--- config.mk ---
export PLATFORM = sky130hd
export DESIGN_NAME = snake_score_tx
export DESIGN_NICKNAME = d
export VERILOG_FILES = /design/src/rtl/snake_score_pkg.sv /design/src/rtl/inc_pulse_gen.sv /design/src/rtl/snake_score_tx.sv
export SDC_FILE = /design/constraint.sdc
export NUM_CORES = 1
export LEC_CHECK = 0
export CAP_MARGIN = 25
export CORE_UTILIZATION = 37
export DETAILED_ROUTE_END_ITERATION = 10
export GPL_TIMING_DRIVEN = 1
export PLACE_DENSITY_LB_ADDON = 0.05
export REMOVE_ABC_BUFFERS = 1
export SLEW_MARGIN = 20
export SYNTH_ARGS = -nofsm -noshare
export SYNTH_HDL_FRONTEND = slang
export SYNTH_HIERARCHICAL = 1
export SYNTH_SLANG_ARGS = --single-unit
--- constraint.sdc ---
create_clock -name clk -period 2.9 [get_ports clk]
set_input_delay 0.435 -clock clk [delete_from_list [all_inputs] [get_ports clk]]
set_output_delay 0.435 -clock clk [all_outputs]
set_load 0.01 [all_outputs]
--- src/rtl/snake_score_pkg.sv ---
// Shared types and default parameters for the Snake score-event transmitter.
package snake_score_pkg;

    typedef enum logic [2:0] {
        IDLE,
        PLAY,
        DRAIN,
        DEAD,
        CLEAR
    } game_state_t;

    typedef enum logic {
        EM_LOW,
        EM_HIGH
    } emit_state_t;

    localparam int DEF_INC_HIGH  = 2;
    localparam int DEF_INC_LOW   = 2;
    localparam int DEF_DEAD_HOLD = 4;
    localparam int DEF_PEND_W    = 3;

    function automatic int max_int(input int a, input int b);
        return (a > b) ? a : b;
    endfunction

endpackage

--- src/rtl/inc_pulse_gen.sv ---
// Point queue plus LOW/HIGH shaper that turns point requests into increment pulses.
// Optional `drop` output exists only when SCORE_TX_OVF_EN is defined.
module inc_pulse_gen
    import snake_score_pkg::*;
#(
    parameter int INC_HIGH = DEF_INC_HIGH,
    parameter int INC_LOW  = DEF_INC_LOW,
    parameter int PEND_W   = DEF_PEND_W
) (
    input  logic              clk,
    input  logic              rst,
    input  logic              req,
    input  logic              force_req,
    input  logic              hold,
    output logic              increment,
    output logic              busy,
    output logic [PEND_W-1:0] pending
`ifdef SCORE_TX_OVF_EN
    ,
    output logic              drop
`endif
);

    localparam int CNT_W = $clog2(max_int(INC_HIGH, INC_LOW) + 1);
    localparam logic [PEND_W-1:0] PEND_MAX = '1;

    emit_state_t       em_state, em_next;
    logic [CNT_W-1:0]  cnt, cnt_next;
    logic              inc_next;
    logic [PEND_W-1:0] pend_next;
    logic              ready, have_q, queue_pop, bypass, launch, drop_int;

    // cnt tracks completed high cycles in HIGH and completed low cycles in LOW
    assign ready     = (em_state == EM_LOW) && (cnt >= CNT_W'(INC_LOW));
    assign busy      = !ready;
    assign have_q    = (pending != '0);
    assign queue_pop = ready && !hold && have_q;
    assign bypass    = ready && !hold && !have_q && req;
    assign launch    = queue_pop || bypass || (ready && force_req);

`ifdef SCORE_TX_OVF_EN
    assign drop = drop_int;
`endif

    always_comb begin
        em_next   = em_state;
        cnt_next  = cnt;
        inc_next  = increment;
        pend_next = pending;
        drop_int  = 1'b0;

        if (req && !bypass) begin
            if (queue_pop) begin
                pend_next = pending;
            end else if (pending == PEND_MAX) begin
                drop_int = 1'b1;
            end else begin
                pend_next = pending + PEND_W'(1);
            end
        end else if (queue_pop) begin
            pend_next = pending - PEND_W'(1);
        end

        case (em_state)
            EM_LOW: begin
                if (launch) begin
                    em_next  = EM_HIGH;
                    cnt_next = CNT_W'(1);
                    inc_next = 1'b1;
                end else if (cnt < CNT_W'(INC_LOW)) begin
                    cnt_next = cnt + CNT_W'(1);
                end
            end
            EM_HIGH: begin
                if (cnt == CNT_W'(INC_HIGH)) begin
                    em_next  = EM_LOW;
                    cnt_next = CNT_W'(1);
                    inc_next = 1'b0;
                end else begin
                    cnt_next = cnt + CNT_W'(1);
                end
            end
            default: begin
                em_next  = EM_LOW;
                cnt_next = CNT_W'(INC_LOW);
                inc_next = 1'b0;
            end
        endcase
    end

    // Reset leaves the low phase already satisfied so the first point launches at once
    always_ff @(posedge clk) begin
        if (rst) begin
            em_state  <= EM_LOW;
            cnt       <= CNT_W'(INC_LOW);
            increment <= 1'b0;
            pending   <= '0;
        end else begin
            em_state  <= em_next;
            cnt       <= cnt_next;
            increment <= inc_next;
            pending   <= pend_next;
        end
    end

endmodule

--- src/rtl/snake_score_tx.sv ---
// Snake score-event transmitter: game FSM, death hold timer and the point emitter.
// Defining SCORE_TX_OVF_EN adds the sticky `dropped` saturation flag.
module snake_score_tx
    import snake_score_pkg::*;
#(
    parameter int INC_HIGH  = DEF_INC_HIGH,
    parameter int INC_LOW   = DEF_INC_LOW,
    parameter int DEAD_HOLD = DEF_DEAD_HOLD,
    parameter int PEND_W    = DEF_PEND_W
) (
    input  logic              clk,
    input  logic              rst,
    input  logic              start,
    input  logic              step,
    input  logic              ate,
    input  logic              hit_wall,
    input  logic              hit_self,
    output logic              increment,
    output logic              isDead,
    output logic              playing,
    output logic [PEND_W-1:0] pending
`ifdef SCORE_TX_OVF_EN
    ,
    output logic              dropped
`endif
);

    localparam int DW = $clog2(DEAD_HOLD + 1);

    game_state_t   state, state_next;
    logic [DW-1:0] dead_cnt, dead_cnt_next;
    logic          hit, point, force_req, hold, busy;

    assign hit     = hit_wall || hit_self;
    assign point   = (state == PLAY) && step && ate && !hit;
    assign hold    = (state == DEAD);
    assign playing = (state == PLAY);
    assign isDead  = (state == DEAD) || (state == CLEAR);

    // The clear pulse launches on the DEAD->CLEAR edge so isDead spans DEAD_HOLD+INC_HIGH+INC_LOW
    always_comb begin
        state_next    = state;
        dead_cnt_next = dead_cnt;
        force_req     = 1'b0;
        case (state)
            IDLE:  if (start) state_next = PLAY;
            PLAY:  if (step && hit) state_next = DRAIN;
            DRAIN: begin
                if (pending == '0 && !busy) begin
                    state_next    = DEAD;
                    dead_cnt_next = DW'(1);
                end
            end
            DEAD: begin
                if (dead_cnt == DW'(DEAD_HOLD)) begin
                    state_next = CLEAR;
                    force_req  = 1'b1;
                end else begin
                    dead_cnt_next = dead_cnt + DW'(1);
                end
            end
            CLEAR: if (!busy) state_next = IDLE;
            default: state_next = IDLE;
        endcase
    end

    always_ff @(posedge clk) begin
        if (rst) begin
            state    <= IDLE;
            dead_cnt <= '0;
        end else begin
            state    <= state_next;
            dead_cnt <= dead_cnt_next;
        end
    end

`ifdef SCORE_TX_OVF_EN
    logic drop;

    always_ff @(posedge clk) begin
        if (rst) begin
            dropped <= 1'b0;
        end else if (state == IDLE && start) begin
            dropped <= 1'b0;
        end else if (drop) begin
            dropped <= 1'b1;
        end
    end
`endif

    inc_pulse_gen #(
        .INC_HIGH (INC_HIGH),
        .INC_LOW  (INC_LOW),
        .PEND_W   (PEND_W)
    ) u_emit (
        .clk       (clk),
        .rst       (rst),
        .req       (point),
        .force_req (force_req),
        .hold      (hold),
        .increment (increment),
        .busy      (busy),
        .pending   (pending)
`ifdef SCORE_TX_OVF_EN
        ,
        .drop      (drop)
`endif
    );

endmodule
==> results of run 1 <==
-- cell type report --
type / instances / area, um2 / area share [%]
sequential: 13 / 260.3 / 24.16
inverter: 10 / 37.54 / 3.484
timing repair buffer: 16 / 150.1 / 13.94
tap: 28 / 35.03 / 3.252
clock buffer: 4 / 26.28 / 2.439
multi-input combinational: 81 / 568.0 / 52.73
-- sequential cells by signal (all words and copies together) (netlist names) --
signal and flops:
u_emit/cnt 2, u_emit/pending 3, state 3, u_emit/increment 1, u_emit/em_state 1, dead_cnt 3
-- critical path: stages (launching register included) --
cell and delay, ns:
dfxtp_1 0.45, nor3b_1 0.36, and4_1 0.28, o41a_1 0.17
fa_1 0.19, or4b_4 0.47, or4_1 0.41, nand3_1 0.09
-- cell families after synthesis --
logic type / Yosys count / share of synthesized area [%]
buf+inv: 12 / 5.157
fa+ha+maj: 5 / 8.023
flops: 13 / 29.80
simple gates: 46 / 30.80
xor+xnor: 1 / 1.003
compound gates: 29 / 25.21
-- how the worst max path moves through the flow --
stage,startpoint,to
6_report,state[0],u_emit/pending[2]
5_1_grt,state[0],u_emit/pending[2]
4_1_cts,state[0],u_emit/pending[2]
3_5_place_dp,hit_self,u_emit/pending[2]
3_3_place_gp,hit_self,u_emit/pending[2]
2_1_floorplan,state[0],u_emit/pending[2]
-- layout by cell type (no fill, tap or decap), types with 2 or more instances in the layout --
| cell type | n |
|---|---|
| nor4_1 | 4 |
| a211oi_1 | 2 |
| a31oi_1 | 2 |
| nand3_1 | 3 |
| dfxtp_1 | 13 |
| nand2_1 | 9 |
| ha_1 | 4 |
| inv_1 | 10 |
| nor3_1 | 5 |
| o21ai_0 | 3 |
| nand3b_1 | 2 |
| nand2b_1 | 2 |
| nor2_1 | 7 |
| a21oi_1 | 7 |
| clkdlybuf4s50_1 | 12 |
| o22ai_1 | 2 |
| o2111ai_1 | 2 |
| or4_1 | 2 |
| clkbuf_4 | 3 |
| buf_4 | 4 |
-- report_power, final --
group | leakage [nW] | switching, mW | total [mW] | internal, mW
registers | 0.106 | 0.0778 | 0.305 | 0.227
logic | 0.298 | 0.259 | 0.511 | 0.252
clock network | 0.0150 | 0.0630 | 0.116 | 0.0533
total | 0.419 | 0.399 | 0.932 | 0.533
-- per-stage QoR --
stage / instance area [um2] / std cells / utilization, % / setup slack (ns) / power, mW
finish: 1077 / 152 / 48.70 / 0.4260 / 0.9323
global route: 1077 / 152 / 48.70 / 0.2239 / 1.003
CTS: 1077 / 152 / 48.70 / 0.4379 / 0.9350
detailed placement: 1051 / 148 / 47.51 / 0.3015 / 0.8134
global placement: 1051 / 148 / 47.51 / 0.3612 / 0.7952
floorplan: 865.8 / 104 / - / 0.2586 / 0.6244
-- per-layer routing --
layer	vias to the layer above	part of all wire, %	global-route usage, %	wire length (um)
li1	435	-	-	-
met1	430	49	24.64	1106
met2	8	48	34.44	1094
met3	4	2.2	3.636	51
met4	0	1.0	6.944	23
met5	-	0	0	0
-- Yosys cell counts, types with 2 or more instances --
cell,count
or4_1,2
o22ai_1,2
nor4_1,4
nand3_1,3
nand2b_1,2
ha_1,4
dfxtp_1,13
o21ai_0,3
nand2_1,9
nor3_1,5
nor2_1,7
nand3b_1,2
a211oi_1,2
a21oi_1,7
inv_1,10
o2111ai_1,2
a31oi_1,2
==> metrics.csv, run 1 <==
stage,metric,value,unit
synth,Post-synth EDFFs,0,
layout,share of layout cells above drive strength 1,11.29,%
clock_network,Clock Tree Root,clkbuf_4,
die,die area,0.002559,mm2
worst_setup_path,worst flop-to-flop path endpoint,u_emit/pending[2],
clock_network,H-tree depth,1,
clock_network,CTS Buf Count,3,
routing,DR WL/cell,14.97,um
timing,setup total negative slack,0,ns
synth,Syn. warnings,6,
global_routing,initial antenna violation count,0,
die,Die X,50.59,um
clock_network,"Hold-fix buffers, CTS",0,
routing,Remaining DRCs,0,
routing,Iter 0 DRT Violations,8,
synth,"flops & latches, synth",13,
die,Die Ht,50.59,um
layout,Fillers,238,
worst_setup_path,CP required,3.13,ns
placement,PortBufs,12,
outcome,status,finished clean,
synth,Synth cell types,44,
worst_hold_path,Min-Delay Path Depth,2,
clock_network,CTS tree,yes,
synth,syn avg cell area,8.239,um2
clock_network,postcts setup bufs,0,
worst_setup_path,R2R Path Start,state[0],
worst_hold_path,Hold Path End,u_emit/increment,
global_routing,total grt overflow,0,
layout,fin nets,137,
routing,antenna violation net count after detailed routing,0,
clock_network,Resize count post-CTS,0,
die,core region area,0.002212,mm2
timing,Fin. Hold Viols,0,
global_routing,global-route wire length before repair,3877,um
placement,detailed placer's ending HPWL,1600,um
synth,Mapped Area,873.3,um2
synth,ranking of synthesized cells by area,"dfxtp_1 (30%), ha_1 (5.7%), inv_1 (4.3%)",
timing,period utilization,85.31,%
timing,fmax,404.2,MHz
clock_network,CTS Sinks,13,
worst_setup_path,Setup crit start kind,register,
timing,Final setup viols,0,
timing,clk_skew,0.005496,ns
timing,RSZ-0062 raised after global routing,no,
power_and_ir_drop,Leak,0.4193,nW
run,max_cap viols,0,
clock_network,Longest Clk Path Bufs,2,
synth,sequential share of the synthesized area,29.80,%
clock_network,worst skew pair latency,0.28,ns
timing,Hold WS,0.4664,ns
synth,ys flop type,dfxtp_1,
worst_hold_path,Hold Path Class,reg -> reg,
global_routing,largest net degree at the start of global routing,14,
routing,via/cell ratio,5.770,
worst_setup_path,Reg2Reg Setup Slack,0.43,ns
power_and_ir_drop,power density over the cells,865.4,mW/mm2
die,row count,17,
routing,first drt pass iteration count,4,
synth,"area leader, netlist",dfxtp_1,
worst_setup_path,kind of critical path,reg -> reg,
global_routing,GRT Resource Usage Total,19.99,%
routing,final WL,2276,um
routing,via count,877,
synth,share of the synthesized area in the top cell type,29.80,%
placement,RePlAce Congestion,0.7591,
power_and_ir_drop,VDD IR max,635.5,uV
die,total I/O pin count,13,
timing,Worst-Margin Slew,0.4123,ns
worst_setup_path,r2r worst-path depth,7,
clock_network,clk slew on worst S/H paths,0.09,ns
worst_hold_path,Hold Startpoint,u_emit/increment,
global_routing,vias in the first global route,862,
timing,min cycle time layout,2.474,ns
synth,Syn Inst Count,106,
layout,Inserted Diodes,0,
timing,Max Slew Vio Count,0,
worst_setup_path,CP Data Arrival Time,2.70,ns
synth,post-synthesis async set-or-reset flop share,0,%
die,starting density of the core,39.48,%
timing,max_slew headroom,72.43,%
layout,Syn-to-layout area delta,23.35,%
worst_setup_path,crit path max fanout,7,
worst_setup_path,crit path capture type,register,
No activity file was read; power rests on OpenSTA's default activity.
==> run 2: changes to the inputs <==
Settings changed: SLEW_MARGIN 20 to 30.
==> results of run 2 <==
Same layout as run 1: the final DEF is identical, and so are final timing and power.
==> run 3: changes to the inputs <==
Settings changed: TNS_END_PERCENT set to 20.
==> results of run 3 <==
Same layout as run 1: the final DEF is identical, and so are final timing and power.
